## config.mk

```make
export PLATFORM = sky130hd
export DESIGN_NAME = reorder_buffer_mc
export DESIGN_NICKNAME = d
export VERILOG_FILES = /design/src/rtl/reorder_buffer_mc.sv
export SDC_FILE = /design/constraint.sdc
export NUM_CORES = 2
export LEC_CHECK = 0
export ABC_CLOCK_PERIOD_IN_PS = 6000
export CORE_MARGIN = 2
export CORE_UTILIZATION = 45
export CTS_BUF_LIST = sky130_fd_sc_hd__clkbuf_8
export DETAILED_ROUTE_END_ITERATION = 6
export PLACE_DENSITY = 0.61
export SETUP_SLACK_MARGIN = 0.02
export SYNTH_ARGS = -nofsm -noshare
export SYNTH_HDL_FRONTEND = slang
export SYNTH_SLANG_ARGS = --single-unit
```

## constraint.sdc

```tcl
create_clock -name clk -period 6 [get_ports clk]
set_input_delay 1.2 -clock clk [delete_from_list [all_inputs] [get_ports clk]]
set_output_delay 1.2 -clock clk [all_outputs]
set_load 0.005 [all_outputs]
```

## src/rtl/reorder_buffer_mc.sv

```systemverilog
// Reorder buffer: multi-port CDB snooping, up to two in-order commits per cycle.
// Define ROB_PREDICT_STATS_EN to add branch_total_out / branch_miss_out counters.
module reorder_buffer_mc #(
    parameter int TAG_W        = 4,
    parameter int CDB_PORTS    = 2,
    parameter int COMMIT_WIDTH = 2
) (
    input  logic                          clk,
    input  logic                          rst_n,
    input  logic                          issue_valid_in,
    output logic                          issue_ready_out,
    output logic [TAG_W-1:0]              issue_tag_out,
    input  logic [6:0]                    issue_opcode_in,
    input  logic [4:0]                    issue_rd_in,
    input  logic [31:0]                   issue_pc_in,
    input  logic [31:0]                   issue_predict_pc_in,
    input  logic [TAG_W-1:0]              qj_tag_in,
    input  logic [TAG_W-1:0]              qk_tag_in,
    output logic                          qj_ready_out,
    output logic                          qk_ready_out,
    output logic [31:0]                   qj_data_out,
    output logic [31:0]                   qk_data_out,
    input  logic [CDB_PORTS-1:0]          cdb_valid_in,
    input  logic [CDB_PORTS*TAG_W-1:0]    cdb_tag_in,
    input  logic [CDB_PORTS*32-1:0]       cdb_data_in,
    input  logic [CDB_PORTS*32-1:0]       cdb_new_pc_in,
    output logic [COMMIT_WIDTH-1:0]       commit_valid_out,
    output logic [COMMIT_WIDTH-1:0]       commit_rf_out,
    output logic                          commit_lsb_out,
    output logic [COMMIT_WIDTH*TAG_W-1:0] commit_tag_out,
    output logic [COMMIT_WIDTH*32-1:0]    commit_data_out,
    output logic [COMMIT_WIDTH*5-1:0]     commit_rd_out,
    output logic                          rollback_out,
    output logic [31:0]                   rollback_pc_out,
    output logic [TAG_W:0]                count_out
`ifdef ROB_PREDICT_STATS_EN
    ,
    output logic [31:0]                   branch_total_out,
    output logic [31:0]                   branch_miss_out
`endif
);

    localparam int DEPTH = 1 << TAG_W;
    localparam logic [6:0] OP_STORE  = 7'b0100011;
    localparam logic [6:0] OP_BRANCH = 7'b1100011;
    localparam logic [6:0] OP_JALR   = 7'b1100111;

    typedef logic [TAG_W:0]   ptr_t;
    typedef logic [TAG_W-1:0] tag_t;

    ptr_t             head_q, tail_q, count, n_commit;
    tag_t             h0;
    logic [DEPTH-1:0] rdy_q;
    logic [6:0]       op_q   [DEPTH];
    logic [4:0]       rd_q   [DEPTH];
    logic [31:0]      pred_q [DEPTH];
    logic [31:0]      data_q [DEPTH];
    logic [31:0]      npc_q  [DEPTH];

    tag_t       slot_tag [2];
    logic [1:0] slot_st, slot_ok, slot_c;
    logic       ctl0, misp, issue_fire;

    logic [CDB_PORTS-1:0]          cdb_hit;
    logic [32:0]                   qj_l, qk_l;
    logic [COMMIT_WIDTH-1:0]       c_v, c_rf;
    logic                          c_lsb;
    logic [COMMIT_WIDTH*TAG_W-1:0] c_tag;
    logic [COMMIT_WIDTH*32-1:0]    c_data;
    logic [COMMIT_WIDTH*5-1:0]     c_rd;

    assign count           = tail_q - head_q;
    assign h0              = head_q[TAG_W-1:0];
    assign count_out       = count;
    assign issue_tag_out   = tail_q[TAG_W-1:0];
    assign issue_ready_out = rst_n && !rollback_out && (count != ptr_t'(DEPTH));
    assign issue_fire      = issue_valid_in && issue_ready_out;

    // A tag is live when its distance from head is below the occupancy.
    function automatic logic live(input tag_t t);
        tag_t off;
        off = t - h0;
        return {1'b0, off} < count;
    endfunction

    function automatic logic [32:0] lookup(input tag_t t);
        logic [32:0] r;
        r = '0;
        if (live(t)) begin
            if (rdy_q[t]) r = {1'b1, data_q[t]};
            for (int p = 0; p < CDB_PORTS; p++) begin
                if (cdb_valid_in[p] && cdb_tag_in[p*TAG_W +: TAG_W] == t)
                    r = {1'b1, cdb_data_in[p*32 +: 32]};
            end
        end
        return r;
    endfunction

    assign qj_l         = lookup(qj_tag_in);
    assign qk_l         = lookup(qk_tag_in);
    assign qj_ready_out = qj_l[32];
    assign qj_data_out  = qj_l[31:0];
    assign qk_ready_out = qk_l[32];
    assign qk_data_out  = qk_l[31:0];

    always_comb begin
        slot_tag[0] = h0;
        slot_tag[1] = h0 + tag_t'(1);
        for (int s = 0; s < 2; s++) begin
            slot_st[s] = op_q[slot_tag[s]] == OP_STORE;
            slot_ok[s] = rdy_q[slot_tag[s]] || slot_st[s];
        end
        ctl0 = (op_q[h0] == OP_BRANCH) || (op_q[h0] == OP_JALR);
        slot_c[0] = (count != '0) && slot_ok[0];
        slot_c[1] = (COMMIT_WIDTH == 2) && slot_c[0]
                    && (count >= ptr_t'(2)) && slot_ok[1] && !ctl0
                    && !(slot_st[0] && slot_st[1]);
        misp = slot_c[0] && ctl0 && (npc_q[h0] != pred_q[h0]);
        n_commit = ptr_t'(slot_c[0]) + ptr_t'(slot_c[1]);
    end

    // Results for entries retiring on this edge are dropped.
    always_comb begin
        for (int p = 0; p < CDB_PORTS; p++) begin
            cdb_hit[p] = cdb_valid_in[p] && !rollback_out
                && live(cdb_tag_in[p*TAG_W +: TAG_W])
                && !(slot_c[0] && cdb_tag_in[p*TAG_W +: TAG_W] == slot_tag[0])
                && !(slot_c[1] && cdb_tag_in[p*TAG_W +: TAG_W] == slot_tag[1]);
        end
    end

    always_comb begin
        c_v    = '0;
        c_rf   = '0;
        c_lsb  = 1'b0;
        c_tag  = '0;
        c_data = '0;
        c_rd   = '0;
        for (int s = 0; s < COMMIT_WIDTH; s++) begin
            if (slot_c[s]) begin
                c_v[s]  = 1'b1;
                c_rf[s] = !slot_st[s] && (op_q[slot_tag[s]] != OP_BRANCH);
                c_lsb   = c_lsb | slot_st[s];
                c_tag[s*TAG_W +: TAG_W] = slot_tag[s];
                c_data[s*32 +: 32]      = data_q[slot_tag[s]];
                c_rd[s*5 +: 5]          = rd_q[slot_tag[s]];
            end
        end
    end

    always_ff @(posedge clk or negedge rst_n) begin
        if (!rst_n) begin
            head_q           <= '0;
            tail_q           <= '0;
            rdy_q            <= '0;
            commit_valid_out <= '0;
            commit_rf_out    <= '0;
            commit_lsb_out   <= 1'b0;
            commit_tag_out   <= '0;
            commit_data_out  <= '0;
            commit_rd_out    <= '0;
            rollback_out     <= 1'b0;
            rollback_pc_out  <= '0;
        end else begin
            commit_valid_out <= c_v;
            commit_rf_out    <= c_rf;
            commit_lsb_out   <= c_lsb;
            commit_tag_out   <= c_tag;
            commit_data_out  <= c_data;
            commit_rd_out    <= c_rd;
            rollback_out     <= misp;
            if (misp) begin
                rollback_pc_out <= npc_q[h0];
                head_q          <= '0;
                tail_q          <= '0;
                rdy_q           <= '0;
            end else begin
                head_q <= head_q + n_commit;
                for (int p = 0; p < CDB_PORTS; p++) begin
                    if (cdb_hit[p])
                        rdy_q[cdb_tag_in[p*TAG_W +: TAG_W]] <= 1'b1;
                end
                if (issue_fire) begin
                    rdy_q[tail_q[TAG_W-1:0]] <= 1'b0;
                    tail_q <= tail_q + ptr_t'(1);
                end
            end
        end
    end

    // Payload needs no reset: nothing is read until the slot is issued.
    always_ff @(posedge clk) begin
        for (int p = 0; p < CDB_PORTS; p++) begin
            if (cdb_hit[p]) begin
                data_q[cdb_tag_in[p*TAG_W +: TAG_W]] <= cdb_data_in[p*32 +: 32];
                npc_q[cdb_tag_in[p*TAG_W +: TAG_W]]  <= cdb_new_pc_in[p*32 +: 32];
            end
        end
        if (issue_fire) begin
            op_q[tail_q[TAG_W-1:0]]   <= issue_opcode_in;
            rd_q[tail_q[TAG_W-1:0]]   <= issue_rd_in;
            pred_q[tail_q[TAG_W-1:0]] <= issue_predict_pc_in;
            data_q[tail_q[TAG_W-1:0]] <= '0;
            npc_q[tail_q[TAG_W-1:0]]  <= '0;
        end
    end

`ifdef ROB_PREDICT_STATS_EN
    logic [1:0]  br_inc, miss_inc;
    logic [32:0] tot_sum, miss_sum;

    always_comb begin
        br_inc   = '0;
        miss_inc = '0;
        for (int s = 0; s < COMMIT_WIDTH; s++) begin
            if (slot_c[s] && op_q[slot_tag[s]] == OP_BRANCH) begin
                br_inc = br_inc + 2'd1;
                if (npc_q[slot_tag[s]] != pred_q[slot_tag[s]])
                    miss_inc = miss_inc + 2'd1;
            end
        end
        tot_sum  = {1'b0, branch_total_out} + 33'(br_inc);
        miss_sum = {1'b0, branch_miss_out} + 33'(miss_inc);
    end

    always_ff @(posedge clk or negedge rst_n) begin
        if (!rst_n) begin
            branch_total_out <= '0;
            branch_miss_out  <= '0;
        end else begin
            branch_total_out <= tot_sum[32] ? '1 : tot_sum[31:0];
            branch_miss_out  <= miss_sum[32] ? '1 : miss_sum[31:0];
        end
    end
`endif

endmodule

```

**Yosys cells after proc, flatten, opt, wreduce, memory -nomap -nowiden**

Memories as Yosys holds them, arrays and structs flattened.
Cells that the tools add are included.

- Flip-flop bits (word level): 146
- RAM bits: 1728
- Input port bits: 225
- Output and inout bits: 196
- Logic and storage cells: 156
- Memories kept: 5

Memories:

| memory | depth | bits a word | read ports | clocked after memory_dff | wr ports | line | RTL |
|---|---|---|---|---|---|---|---|
| data_q | 16 | 32 | 4 | 0 | 3 | 57 | `logic [31:0] data_q [DEPTH];` |
| npc_q | 16 | 32 | 1 | 0 | 3 | 58 | `logic [31:0] npc_q [DEPTH];` |
| pred_q | 16 | 32 | 1 | 0 | 1 | 56 | `logic [31:0] pred_q [DEPTH];` |
| op_q | 16 | 7 | 2 | 0 | 1 | 54 | `logic [6:0] op_q [DEPTH];` |
| rd_q | 16 | 5 | 2 | 0 | 1 | 55 | `logic [4:0] rd_q [DEPTH];` |

- Add/sub/neg operators: 9
- Order comparisons: 15
- Equal/unequal tests: 16
- Multiplexer cells: 49
- Bitwise gates (word level): 5
- Reduce and logical (&&, ||, !) cells: 46

Operator list:

| kind | number |
|---|---|
| $mux 33 | 8 |
| $mux 16 | 6 |
| $mux 32 | 2 |
| $lt 4x5->1 const B | 7 |
| $eq 4x4->1 | 8 |
| $logic_and 1x1->1 | 32 |
| $ne 32x32->1 | 1 |
| $or 16x16->16 | 2 |
| $mux 5 | 5 |
| $lt 4x5->1 | 4 |
| $mux 1 | 19 |
| $and 16x16->16 | 1 |
| $bmux 1 s4 | 4 |
| $not 16->16 | 1 |
| $sub 4x4->4 | 4 |
| $eq 7x6->1 const B | 2 |
| $eq 7x7->1 const B | 2 |
| $ne 7x7->1 const B | 2 |
| $demux 1 s4 | 3 |
| $ge 4x1->1 const B | 3 |
| $logic_not 1->1 | 9 |
| $mux 4 | 2 |
| $add 5x1->5 const B | 1 |
| $add 5x2->5 | 1 |
| other kinds (9) | 11 |

**Logic depth before layout (Yosys ltp)**

- Word-level depth: 19
- Depth in mapped cells: 20
- Depth with buffers taken out: 17

**Worst setup path before layout**

Ideal clock, no wire load.

- Path kind: register -> register
- From: register head_q[3]
- To: memory op_q[2][0] (enable)
- Setup time: 0.428 ns
- Arrival time: 5.154 ns
- Required time: 5.572 ns
- Path slack: 0.418 ns
- Cell stages (with the launch flop): 18
- Buffers on the path: 7
- Clock period less this slack: 5.582 ns
- Cell sequence: dfrtp_1 > inv_1 > clkbuf_1 > buf_1 > clkbuf_1 > clkbuf_1 > ha_1 > a21oi_1 > xnor2_1 > nand4_1 > and3_1 > and2_1 > clkbuf_1 > nand2_1 > or3_1 > clkbuf_1 > inv_2 > clkbuf_1

- Word-level cells in the longest chain between the ends: 6

RTL lines:

| what | line | RTL |
|---|---|---|
| start: declaration | 51 | `ptr_t head_q, tail_q, count, n_commit;` |
| start signal: assignment | 178 | `head_q <= head_q + n_commit;` |
| $sub 5x5->5 | 72 | `assign count = tail_q - head_q;` |
| via count_out[4] | 35 | `output logic [TAG_W:0] count_out` |
| $ne 5x5->1 | 76 | `assign issue_ready_out = rst_n && !rollback_out && (count != ptr_t'(DEPTH));` |
| $logic_and 1x1->1 | 76 |  |
| via issue_ready_out | 11 | `output logic issue_ready_out,` |
| $logic_and 1x1->1 | 77 | `assign issue_fire = issue_valid_in && issue_ready_out;` |
| $mux 1 | 199 | `if (issue_fire) begin` |
| $mux 1 (implied by the code) | 200 | `op_q[tail_q[TAG_W-1:0]] <= issue_opcode_in;` |
| end: declaration | 54 |  |

The timed path passes the listed nets, and every way through them passes these cells.

**Worst setup path in the final report**

- From: register tail_q[0]
- To: output port qk_data_out[27]

- Word-level cells in the longest chain between the ends: 3

RTL lines:

| what | line | RTL |
|---|---|---|
| start: declaration | 51 |  |
| start signal: assignment | 185 | `tail_q <= tail_q + ptr_t'(1);` |
| $sub 5x5->5 | 72 |  |
| $lt 4x5->1 | 83 | `return {1'b0, off} < count;` |
| $mux 33 | 89 | `if (live(t)) begin` |
| end: declaration | 22 | `output logic [31:0] qk_data_out,` |

No other way between the ends.

==> summary.md <==
| Metric | Value |
|---|---|
| Outcome | finished, violations left |
| Violated checks | DRC |
| Full die area | 235300 um2 |
| DP Cell Count | 12343 |
| Fin. max-slew vios | 0 |
| #FFs+latches synth | 1874 |
| Mapped Cells | 9814 |
| Vias in the first global route | 91066 |
| Row cnt | 176 |
| Synth warn | 0 |
| RSZ-0062 raised after global routing | false |
| Rel. slew slack | 11.03% |
| Total CTS buffers | 346 |
| Power density cells | 621.0 nW/um2 |
| Placed Instance Area | 111900 um2 |
| Clk root buf | clkbuf_8 |
| EDFF count, synth | 704 |
| Total core area | 230100 um2 |
| GP Congestion | 0.9515 |
| Fmax | 168.0 MHz |
| Critical path data arrival time | 4.75 ns |
| Setup ws final | 0.04609 ns |
| First-pass GRT wire length | 658000 um |
| CP max FO | 4 |
| Setup CP Type | reg -> out |
| Reg2reg start | head_q[0] |
| Non-filler cells in the finished layout | 12999 |
| Worst Skew | 0.1242 ns |
| Max clock buf depth | 4 |
| CTS tree | yes |
| Port buffer count | 388 |
| Post-Syn Area per Cell | 10.61 um2 |
| Initial antenna violation count | 55 |
| Io pins | 421 |
| CTS sink count | 1874 |
| Share of flip-flops with an asynchronous set or reset | 7.791% |
| Hold Path Depth | 1 |
| 1st-iter DRT viols | 15152 |
| Sequential fraction of the synthesis area | 43.49% |
| Clk_lat worst skew | 1.16 ns |
| Netlist cell types | 73 |
| Hold Path Origin | rollback_pc_out[21] |
| Clk slew on worst S/H paths | 0.06 ns |
| Avg WL per Cell | 36.01 um |
| Total wire length | 468100 um |
| Worst Reg-to-Reg Cells | 16 |
| Fin area | 118800 um2 |
| Fin crit period | 5.954 ns |
| Area Growth Syn to Fin | 14.10% |
| Leak Pwr | 42.71 nW |
| H-tree depth | 5 |
| Peak VDD IR | 0.0007331 V |
| Required time worst endpoint | 4.80 ns |
| Grt total ovfl | 0 |
| Final Core Density | 51.64% |
| Syn nets | 10080 |
| Max-Cap Viols | 0 |
| Post-Syn Area | 104100 um2 |
| Setup TNS | 0 ns |
| Vias | 94889 |
| Hold crit path type | reg -> reg |
| Vias/cell | 7.300 |
| Layout cells sized above 1 | 18.85% |
| Worst Max-Slew Pin Slew | 1.330 ns |
| Crit. End Element | output port |
| GRT Overall Usage | 38.42% |
| CP startpoint | tail_q[0] |
| Fin. Hold Viols | 0 |
| Final setup violation count | 0 |
| Largest net degree at the start of global routing | 130 |
| Final period util | 99.23% |
| Dominant synthesized flop cell | dfxtp_1 |
| Drt pass-1 iters | 7 |
| Startpoint Class | flop |
| Fill count | 19877 |
| Fin nets | 9945 |
| Die Height | 485.1 um |
| Worst slack at placement | -0.1960 ns |
| Die X | 485.1 um |
| Final HPWL DP | 267800 um |
| Remaining antenna violation count | 0 |
| Drt drc | 9 |
| Initial core utilization | 45.26% |
Yosys cell counts, types with 129 or more instances:
cell type,number,share of area (%)
dfxtp_1,1024,20
nand2_1,2041,7.4
edfxtp_1,704,20
a311oi_1,732,6.2
a21oi_1,160,0.77
buf_2,326,1.6
a221oi_1,129,1.1
mux4_2,703,15
nor3_1,983,4.7
mux2i_1,509,4.9
dfrtp_1,146,3.5
a211oi_1,153,1.1
a311oi_2,157,2.3
clkbuf_1,763,2.7
buf_1,140,0.50
logic make-up after synthesis:
family | synth area share (%)
simple gates | 14.02
flops | 43.49
compound gates | 15.37
buf+inv | 5.463
mux | 20.44
xor+xnor | 0.6800
fa+ha+maj | 0.5358
sequential cells by signal, indices dropped and copies added (netlist names):
register          flops
data_q              512
commit_data_out      64
rdy_q                16
pred_q              512
rollback_out          1
rollback_pc_out      32
tail_q                5
commit_rf_out         2
npc_q               512
commit_lsb_out        1
rd_q                 80
commit_valid_out      2
commit_rd_out        10
op_q                112
head_q                5
commit_tag_out        8
metal layers:
metal  part of all wire [%]  up-vias  wire length [um]  track usage [%]
met3                     15     2561             70760            15.08
li1                       -    37579                 -                -
met2                     42     8600            196500            55.68
met1                     34    46093            160300            46.32
met4                    8.6       56             40260            27.93
met5                  0.078        -               364           0.1225
area by class of cell:
type,count,area (um2),share of cell area [%]
Tap cell,3026,3786,3.186
Multi-Input combinational cell,6619,53780,45.26
Clock inverter,192,899.6,0.7570
Sequential cell,1874,45310,38.13
Clock buffer,417,5739,4.830
Antenna cell,33,82.58,0.06949
Timing Repair Buffer,808,9084,7.644
Inverter,30,148.9,0.1253
timing repair:
item	CTS	global route
setup buffers	8	4
pin swaps	2	3
endpoints found under the hold margin	32	0
setup endpoints to repair	66	42
hold buffers	1	0
gates resized for setup	9	7
per-stage QoR:
stage / hold slack [ns] / total power, mW
2_1_floorplan: 0.4828 / 45.20
3_3_place_gp: 0.4704 / 58.94
3_5_place_dp: 0.4737 / 59.92
4_1_cts: 0.4946 / 72.15
5_1_grt: 0.5172 / 76.24
6_report: 0.4884 / 73.79
power by group:
part / switching, mW / total (mW) / internal (mW)
combinational: 22.7 / 40.1 / 17.4
clock: 5.69 / 12.1 / 6.42
sequential: 3.81 / 21.6 / 17.8
layout by cell type (no fill, tap or decap), types with 79 or more instances in the layout:
cell type        netlist  final
dfxtp_1             1024   1024
clkdlybuf4s50_1        0    379
edfxtp_1             704    704
nor2_1               111    102
clkbuf_8               0    420
nand2_1             2041   2039
o21ai_0               79     79
dfrtp_1              146    141
a211oi_1             153    145
buf_12                 0    162
a21oi_1              160    158
mux2i_1              509    509
nor3_1               983    980
inv_1                 23    150
o31ai_1              126    126
a31oi_1               80     80
a311oi_1             732    732
a221oi_1             129    129
buf_4                 38    255
a311oi_2             157    157
mux4_2               703    703
worst paths after layout:
kind                                       endpoint  slack (ns)
worst max-delay path                qk_data_out[27]        0.05
worst min-delay path            rollback_pc_out[21]        0.49
worst max register to register         npc_q[13][8]        0.26
worst min register to register  rollback_pc_out[21]        0.49
max in group asynchronous        commit_data_out[5]        3.90
min in group asynchronous         commit_tag_out[0]        0.54
worst max-delay path, cell delays in order, from the launching register on:
cell             delay, ns
dfrtp_2               0.43
inv_2                 0.12
ha_2                  0.21
inv_1                 0.06
fa_2                  0.56
inv_2                 0.08
ha_1                  0.27
a21boi_0              0.17
o21ai_0               0.10
nand2b_1              0.10
a21oi_2               0.07
nor2_4                0.54
buf_6                 0.22
a211oi_1              0.05
buf_4                 0.20
clkdlybuf4s50_1       0.44
(Power assumes the default switching activity.)
